==> config.mk <==
export PLATFORM = sky130hd
export DESIGN_NAME = multicycle_ctrl
export DESIGN_NICKNAME = d
export VERILOG_FILES = /design/src/rtl/opcodes.sv /design/src/rtl/multicycle_ctrl.sv
export SDC_FILE = /design/constraint.sdc
export NUM_CORES = 1
export LEC_CHECK = 0
export CORE_AREA = 8 8 118 120
export CTS_BUF_LIST = sky130_fd_sc_hd__clkbuf_16
export CTS_CLUSTER_DIAMETER = 60
export DETAILED_ROUTE_END_ITERATION = 6
export DIE_AREA = 0 0 126 128
export PLACE_DENSITY = 0.75
export RECOVER_POWER = 25
export SLEW_MARGIN = 30
export SYNTH_ARGS = -nofsm -noshare
export SYNTH_HDL_FRONTEND = slang
export SYNTH_SLANG_ARGS = --single-unit
==> constraint.sdc <==
create_clock -name i_clk -period 4.2 [get_ports i_clk]
set_input_delay 0.84 -clock i_clk [delete_from_list [all_inputs] [get_ports i_clk]]
set_output_delay 0.84 -clock i_clk [all_outputs]
set_load 0.01 [all_outputs]
==> src/rtl/opcodes.sv <==
// RV64I major opcode constants shared by the control FSM and its bench.
package opcodes;
  localparam logic [6:0] TYPE_R    = 7'b0110011;
  localparam logic [6:0] IMM_ARITH = 7'b0010011;
  localparam logic [6:0] LD        = 7'b0000011;
  localparam logic [6:0] TYPE_S    = 7'b0100011;
  localparam logic [6:0] TYPE_SB   = 7'b1100011;
  localparam logic [6:0] TYPE_U    = 7'b0110111;
  localparam logic [6:0] TYPE_UJ   = 7'b1101111;
  localparam logic [6:0] JALR      = 7'b1100111;
endpackage

==> src/rtl/multicycle_ctrl.sv <==
// Multicycle control FSM for the RV64I core: fetch, decode, execute, memory
// and writeback sequencing, instruction register, illegal-opcode trap and
// retired-instruction counter. Datapath controls are decoded combinationally
// from the registered state and instruction register.
module multicycle_ctrl
  import opcodes::*;
(
  input  logic        i_clk,
  input  logic        i_reset,
  input  logic [31:0] i_instr,
  input  logic        i_imem_ready,
  input  logic        i_dmem_ready,
  input  logic        i_branch_taken,
  output logic        o_imem_req,
  output logic        o_dmem_req,
  output logic        o_dmem_we,
  output logic [31:0] o_ir,
  output logic [1:0]  o_alu_src_a,
  output logic        o_alu_src_b,
  output logic [1:0]  o_alu_op,
  output logic        o_pc_write,
  output logic [1:0]  o_pc_src,
  output logic        o_reg_write,
  output logic [1:0]  o_wb_sel,
  output logic        o_illegal,
  output logic [2:0]  o_state,
  output logic [63:0] o_retired
);

  typedef enum logic [2:0] {
    FETCH     = 3'd0,
    DECODE    = 3'd1,
    EXECUTE   = 3'd2,
    MEM       = 3'd3,
    WRITEBACK = 3'd4,
    TRAP      = 3'd5
  } state_t;

  state_t     state;
  logic [6:0] opc;

  assign opc     = o_ir[6:0];
  assign o_state = state;

  // Opcodes this controller knows how to sequence; anything else traps.
  function automatic logic is_supported(input logic [6:0] op);
    case (op)
      TYPE_R, IMM_ARITH, LD, TYPE_S, TYPE_SB, TYPE_U, TYPE_UJ, JALR:
        is_supported = 1'b1;
      default:
        is_supported = 1'b0;
    endcase
  endfunction

  // State register, instruction latch and sticky illegal flag.
  always_ff @(posedge i_clk or posedge i_reset) begin
    if (i_reset) begin
      state     <= FETCH;
      o_ir      <= 32'd0;
      o_illegal <= 1'b0;
    end else begin
      case (state)
        FETCH: begin
          if (i_imem_ready) begin
            o_ir  <= i_instr;
            state <= DECODE;
          end
        end
        DECODE: begin
          if (is_supported(opc)) begin
            state <= EXECUTE;
          end else begin
            state     <= TRAP;
            o_illegal <= 1'b1;
          end
        end
        EXECUTE: begin
          if (opc == TYPE_SB) begin
            state <= FETCH;
          end else if (opc == LD || opc == TYPE_S) begin
            state <= MEM;
          end else begin
            state <= WRITEBACK;
          end
        end
        MEM: begin
          if (i_dmem_ready) begin
            state <= (opc == TYPE_S) ? FETCH : WRITEBACK;
          end
        end
        WRITEBACK: state <= FETCH;
        TRAP:      state <= TRAP;
        // Encodings 6 and 7 are unreachable; recover to a clean fetch.
        default:   state <= FETCH;
      endcase
    end
  end

  // Datapath controls; forced low while reset is asserted so requests
  // drop without waiting for a clock edge.
  always_comb begin
    o_imem_req  = 1'b0;
    o_dmem_req  = 1'b0;
    o_dmem_we   = 1'b0;
    o_alu_src_a = 2'd0;
    o_alu_src_b = 1'b0;
    o_alu_op    = 2'd0;
    o_pc_write  = 1'b0;
    o_pc_src    = 2'd0;
    o_reg_write = 1'b0;
    o_wb_sel    = 2'd0;
    if (!i_reset) begin
      case (state)
        FETCH: o_imem_req = 1'b1;
        EXECUTE: begin
          case (opc)
            TYPE_R: begin
              o_alu_op = 2'd2;
            end
            IMM_ARITH: begin
              o_alu_src_b = 1'b1;
              o_alu_op    = 2'd2;
            end
            LD, TYPE_S, JALR: begin
              o_alu_src_b = 1'b1;
            end
            TYPE_U: begin
              o_alu_src_a = 2'd2;
              o_alu_src_b = 1'b1;
            end
            TYPE_SB: begin
              o_alu_op   = 2'd1;
              o_pc_write = 1'b1;
              o_pc_src   = {1'b0, i_branch_taken};
            end
            default: ;
          endcase
        end
        MEM: begin
          o_dmem_req = 1'b1;
          o_dmem_we  = (opc == TYPE_S);
          // A store completes here; a load still needs writeback.
          if (i_dmem_ready && opc == TYPE_S) begin
            o_pc_write = 1'b1;
          end
        end
        WRITEBACK: begin
          o_reg_write = 1'b1;
          o_pc_write  = 1'b1;
          case (opc)
            LD: o_wb_sel = 2'd1;
            TYPE_UJ: begin
              o_wb_sel = 2'd2;
              o_pc_src = 2'd1;
            end
            JALR: begin
              o_wb_sel = 2'd2;
              o_pc_src = 2'd2;
            end
            default: ;
          endcase
        end
        default: ;
      endcase
    end
  end

  // Every PC update marks one retired instruction; wraps naturally.
  always_ff @(posedge i_clk or posedge i_reset) begin
    if (i_reset) begin
      o_retired <= 64'd0;
    end else if (o_pc_write) begin
      o_retired <= o_retired + 64'd1;
    end
  end

endmodule

# Word-level counts from Yosys, hierarchy flattened
# Cells that the tools add are included.
classes:
  addsub: 1
  multipliers: 0
  div_mod_pow: 0
  n_lt_le_gt_ge: 0
  n_eq_ne: 15
  n_shift: 0
  muxes: 37
  bitwise: 1
  n_reduce_logical: 10
op_table:
  columns: ["op", "count"]
  rows:
  - ["$add 64x1->64 const B", 1]
  - ["$eq 7x6->1 const B", 3]
  - ["$eq 7x7->1 const B", 3]
  - ["$mux 3", 6]
  - ["$mux 1", 17]
  - ["$mux 2", 8]
  - ["$pmux 2 s2", 4]
  - ["$pmux 3 s5", 1]
  - ["$reduce_or 8->1", 1]
  - ["$eq 7x2->1 const B", 1]
  - ["$eq 7x5->1 const B", 1]
  - ["$eq 3x2->1 const B", 2]
  - ["$eq 3x3->1 const B", 2]
  - ["$reduce_and 2->1", 3]
  - ["$reduce_or 5->1", 1]
  - ["$ne 2x2->1 const B", 2]
  - ["$reduce_or 2->1", 2]
  - ["$eq 3x1->1 const B", 1]
  - ["$logic_not 3->1", 1]
  - ["$pmux 1 s3", 1]
  - ["$logic_and 1x1->1", 1]
  - ["$logic_or 1x1->1", 1]
  - ["$not 1->1", 1]
totals:
  ff_bits: 100
  latch_bits: 0
  mem_bits_rw: 0
  romBits: 0
  out_inout_bits: 114
  elab_cells: 68
  mem_count: 0

# Logic depth before layout (Yosys ltp)
# Gate-level depths: netlist of run 1.
logic_depth:
  depth_word: 6
  depth_mapped: 12
  ltp_nobuf: 9

# Worst setup path after synthesis of run 1
# No wires, ideal clock.
synth_timing:
  path_type: "input to output"
  from: "in i_reset"
  to: "out o_pc_write"
  arrival_ns: 1.844
  t_required_ns: 3.360
  path_slack_ns: 1.516
  path_stages: 5
  cell_sequence: "nor4bb_1 a41o_1 a41oi_1 buf_4 clkinv_2"
synth_between:
  elab_chain_len: 1
synth_rtl:
  columns: ["item", "line_no", "source"]
  rows:
  - ["from (decl)", "multicycle_ctrl.sv:9", "input logic i_reset,"]
  - ["$mux 1", "multicycle_ctrl.sv:112", "if (!i_reset) begin"]
  - ["to (decl)", "multicycle_ctrl.sv:21", "output logic o_pc_write,"]
# Every way passes these cells.

# Final worst setup path of run 1
# Same ends and word-level chain as after synthesis.

==> run_results.csv, run 1 <==
group,metric,value,unit
synthesis,ys.flop_type,"dfrtp_1",
synthesis,yosysUniqueCellTypes,46,
final_layout,drive_gt1_frac,0.117,
clock_tree,clock_latency,330,ps
timing,drv_slew,88,
clock_tree,cts.path.max_buffers,2,
timing,finalCritPeriodShare,0.957,
setup_path,cp_max_fo,11,
timing,setup_violations,0,
grt,grt_pass1_wl,20.7,mm
synthesis,synth_cells,426,
timing,setup_tns,0,ps
synthesis,synth_seq_cells,100,
clock_tree,post_cts_buffers,0,
die,io_pins,151,
power_and_ir_drop,seqPwrFrac,0.455,
die,die_width,126,um
detailed_routing,drtPass1Iterations,4,
grt,grtUsageTotal,0.159,
power_and_ir_drop,power.density,449,nW/um^2
synthesis,ys_warn_count,0,
detailed_routing,viasPerCell,5.11,
synthesis,synth_edf_count,0,
final_layout,diodes,0,
placed_design,hpwl,9.41,mm
timing,skew,6.21,ps
clock_tree,htree_levels,3,
die,core,12200,um^2
final_layout,final_common_cell,"clkdlybuf4s50_1",
grt,grt_max_degree,88,
power_and_ir_drop,pwr-share-comb,0.298,
clock_tree,cts_buffers,9,
grt,first_global_vias,3918,
final_layout,multi_input_area,2090,um^2
setup_path,crit_required,3360,ps
power_and_ir_drop,p_sw,886,uW
setup_path,start_kind,"primary input",
job,drv_cap,1,
status,status,"finished, violations left",
synthesis,syn_avg_cell_area,11.0,um^2
min_path,hold_depth,1,
synthesis,syn_nets,464,
die,dieArea,16100,um^2
timing,finalWorstSetupSlack,181,ps
timing,final_hold_viol_count,0,
timing,fin_crit,4020,ps
detailed_routing,wl_per_cell,17.1,um
final_layout,fill_cells,1086,
detailed_routing,ant_nets,0,
placed_design,io_buffers,149,
status,violations,"max-capacitance violations, max-slew violations",
synthesis,yosysSeqAreaShare,0.534,
placed_design,routabilityCongestion,0.827,
timing,max_clock_freq,0.249,GHz
timing,tightest_slew,1860,ps
clock_tree,ctsResizeCount,0,
power_and_ir_drop,netSwitchingFraction,0.299,
timing,relSlewSlack,-0.241,
final_layout,final_nets,614,
synthesis,syn-cell-area,4680,um^2
clock_tree,root_buffer,"clkbuf_16",
die,initial_core_util,0.384,
placed_design,place_ws,95.2,ps
setup_path,path_class,"in2out",
power_and_ir_drop,p_int,2080,uW
power_and_ir_drop,ir_worst_vdd,0.228,mV
timing,rsz0062_at_grt,"no",
synthesis,synth-async-reset-ratio,1.00,
clock_tree,holdBufCountCts,0,
detailed_routing,drtIter0Drc,283,
clock_tree,cts.sinks,100,
grt,grt_overflow,0,
die,rows,41,
grt,antenna_found_initial,0,
final_layout,area_delta_synth_final,40.9,%
timing,whs,473,ps
clock_tree,tritoncts,"built",
min_path,hold_class,"reg2reg",
setup_path,cp.arrival,3180,ps
power_and_ir_drop,leakagePower,0.00270,uW
detailed_routing,drc,0,
final_layout,final_cell_mix,"148 x clkdlybuf4s50_1, 100 x dfrtp_1, 43 x nand2_1",
die,chipHeight,128,um
final_layout,seqCellArea,2500,um^2
setup_path,r2r.worst_path.cells,6,
clock_tree,clkTransAtPathRegs,60,ps
power_and_ir_drop,clkPwrFrac,0.247,
detailed_routing,num_vias,3729,
detailed_routing,routed_wl,12.5,mm
setup_path,worstSetupEndpointType,"output pin",
-- Yosys cell counts (2+ instances only) --
library cell / number / area share
xnor2_1: 39 / 0.073
a21oi_1: 6 / 0.0064
nor3_2: 3 / 0.0064
and3_1: 10 / 0.013
nor2_1: 39 / 0.031
mux2_2: 32 / 0.077
nor3_1: 17 / 0.018
nand3_1: 22 / 0.024
nand2b_1: 4 / 0.0053
o32ai_1: 2 / 0.0037
clkbuf_1: 7 / 0.0056
xor2_1: 25 / 0.047
or2_2: 3 / 0.0040
nor4b_1: 2 / 0.0037
nand2_1: 43 / 0.034
nor4_2: 3 / 0.0080
clkinv_2: 2 / 0.0021
buf_4: 4 / 0.0064
dfrtp_1: 100 / 0.53
buf_2: 2 / 0.0021
or3_1: 3 / 0.0040
nand4_1: 20 / 0.027
inv_1: 8 / 0.0064
nor4_1: 5 / 0.0067
nand4b_1: 2 / 0.0037
nor2b_1: 3 / 0.0040
-- logic make-up (layout without fill, tap and decap cells) --
kind of cell | after synthesis | in the layout | share of synthesized area
buffers and inverters | 25 | 179 | 0.0259
AND/OR/NAND/NOR | 189 | 189 | 0.219
XOR/XNOR | 64 | 64 | 0.120
flip-flops | 100 | 100 | 0.534
multiplexers | 32 | 32 | 0.0769
AO/OA/AOI/OAI | 14 | 14 | 0.0206
other | 1 | 1 | 0.000801
adder cells (fa/ha/maj) | 1 | 1 | 0.00267
-- flip-flops by register name (all words and copies together) (netlist names) --
name,count
o_state,3
o_retired,64
o_illegal,1
o_ir,32
-- per-layer routing --
| layer | up-vias | global-route usage | part of all wire |
|---|---|---|---|
| met4 | 0 | 0.0474 | 0.0076 |
| li1 | 1766 | - | - |
| met3 | 7 | 0.0441 | 0.054 |
| met1 | 1861 | 0.194 | 0.43 |
| met5 | - | 0 | 0 |
| met2 | 95 | 0.268 | 0.51 |
-- worst max-delay path, stage by stage --
cell	delay (ps)
dlygate4sd3_1	650
nor4bb_1	590
a41o_1	310
a41oi_4	100
clkinv_2	130
clkdlybuf4s50_1	550
-- worst paths after layout --
kind                           start       endpoint  slack (ps)
setup / recovery             i_reset     o_pc_write         180
hold / removal             o_illegal      o_illegal         470
setup reg to reg             o_ir[3]  o_retired[48]        1430
hold reg to reg            o_illegal      o_illegal         470
max in group asynchronous    i_reset  o_retired[50]        1620
min in group asynchronous    i_reset       o_ir[11]        1650
-- power by group through the flow --
stage / clock network, uW / registers (uW) / logic, uW
2_1_floorplan: 0 / 1370 / 364
3_3_place_gp: 0 / 1350 / 874
3_5_place_dp: 0 / 1370 / 894
4_1_cts: 760 / 1350 / 898
5_1_grt: 799 / 1380 / 946
6_report: 733 / 1350 / 883
-- final cells by class --
class	instances	share of cell area
clock inverters	6	0.00493
well taps	150	0.0284
inverters	11	0.00720
clock buffers	9	0.0341
repair buffers	153	0.230
flip-flops and latches	100	0.379
multi-input cells	301	0.316
-- per-stage QoR --
stage	util	total power, uW	cell area (um^2)	instances
2_1_floorplan	-	1730	4680	426
3_3_place_gp	0.519	2220	6330	715
3_5_place_dp	0.519	2260	6330	715
4_1_cts	0.540	3010	6590	730
5_1_grt	0.541	3130	6600	730
6_report	0.541	2970	6600	730
Power figures use the tool's default switching activity.
==> run 2: changes to the inputs <==
--- a/config.mk
+++ b/config.mk
@@ -12,6 +12,7 @@
 export DIE_AREA = 0 0 126 128
 export PLACE_DENSITY = 0.75
 export RECOVER_POWER = 25
+export SKIP_CTS_REPAIR_TIMING = 1
 export SLEW_MARGIN = 30
 export SYNTH_ARGS = -nofsm -noshare
 export SYNTH_HDL_FRONTEND = slang
==> results of run 2 <==
Same layout as run 1: the final DEF is identical, and so are final timing and power.
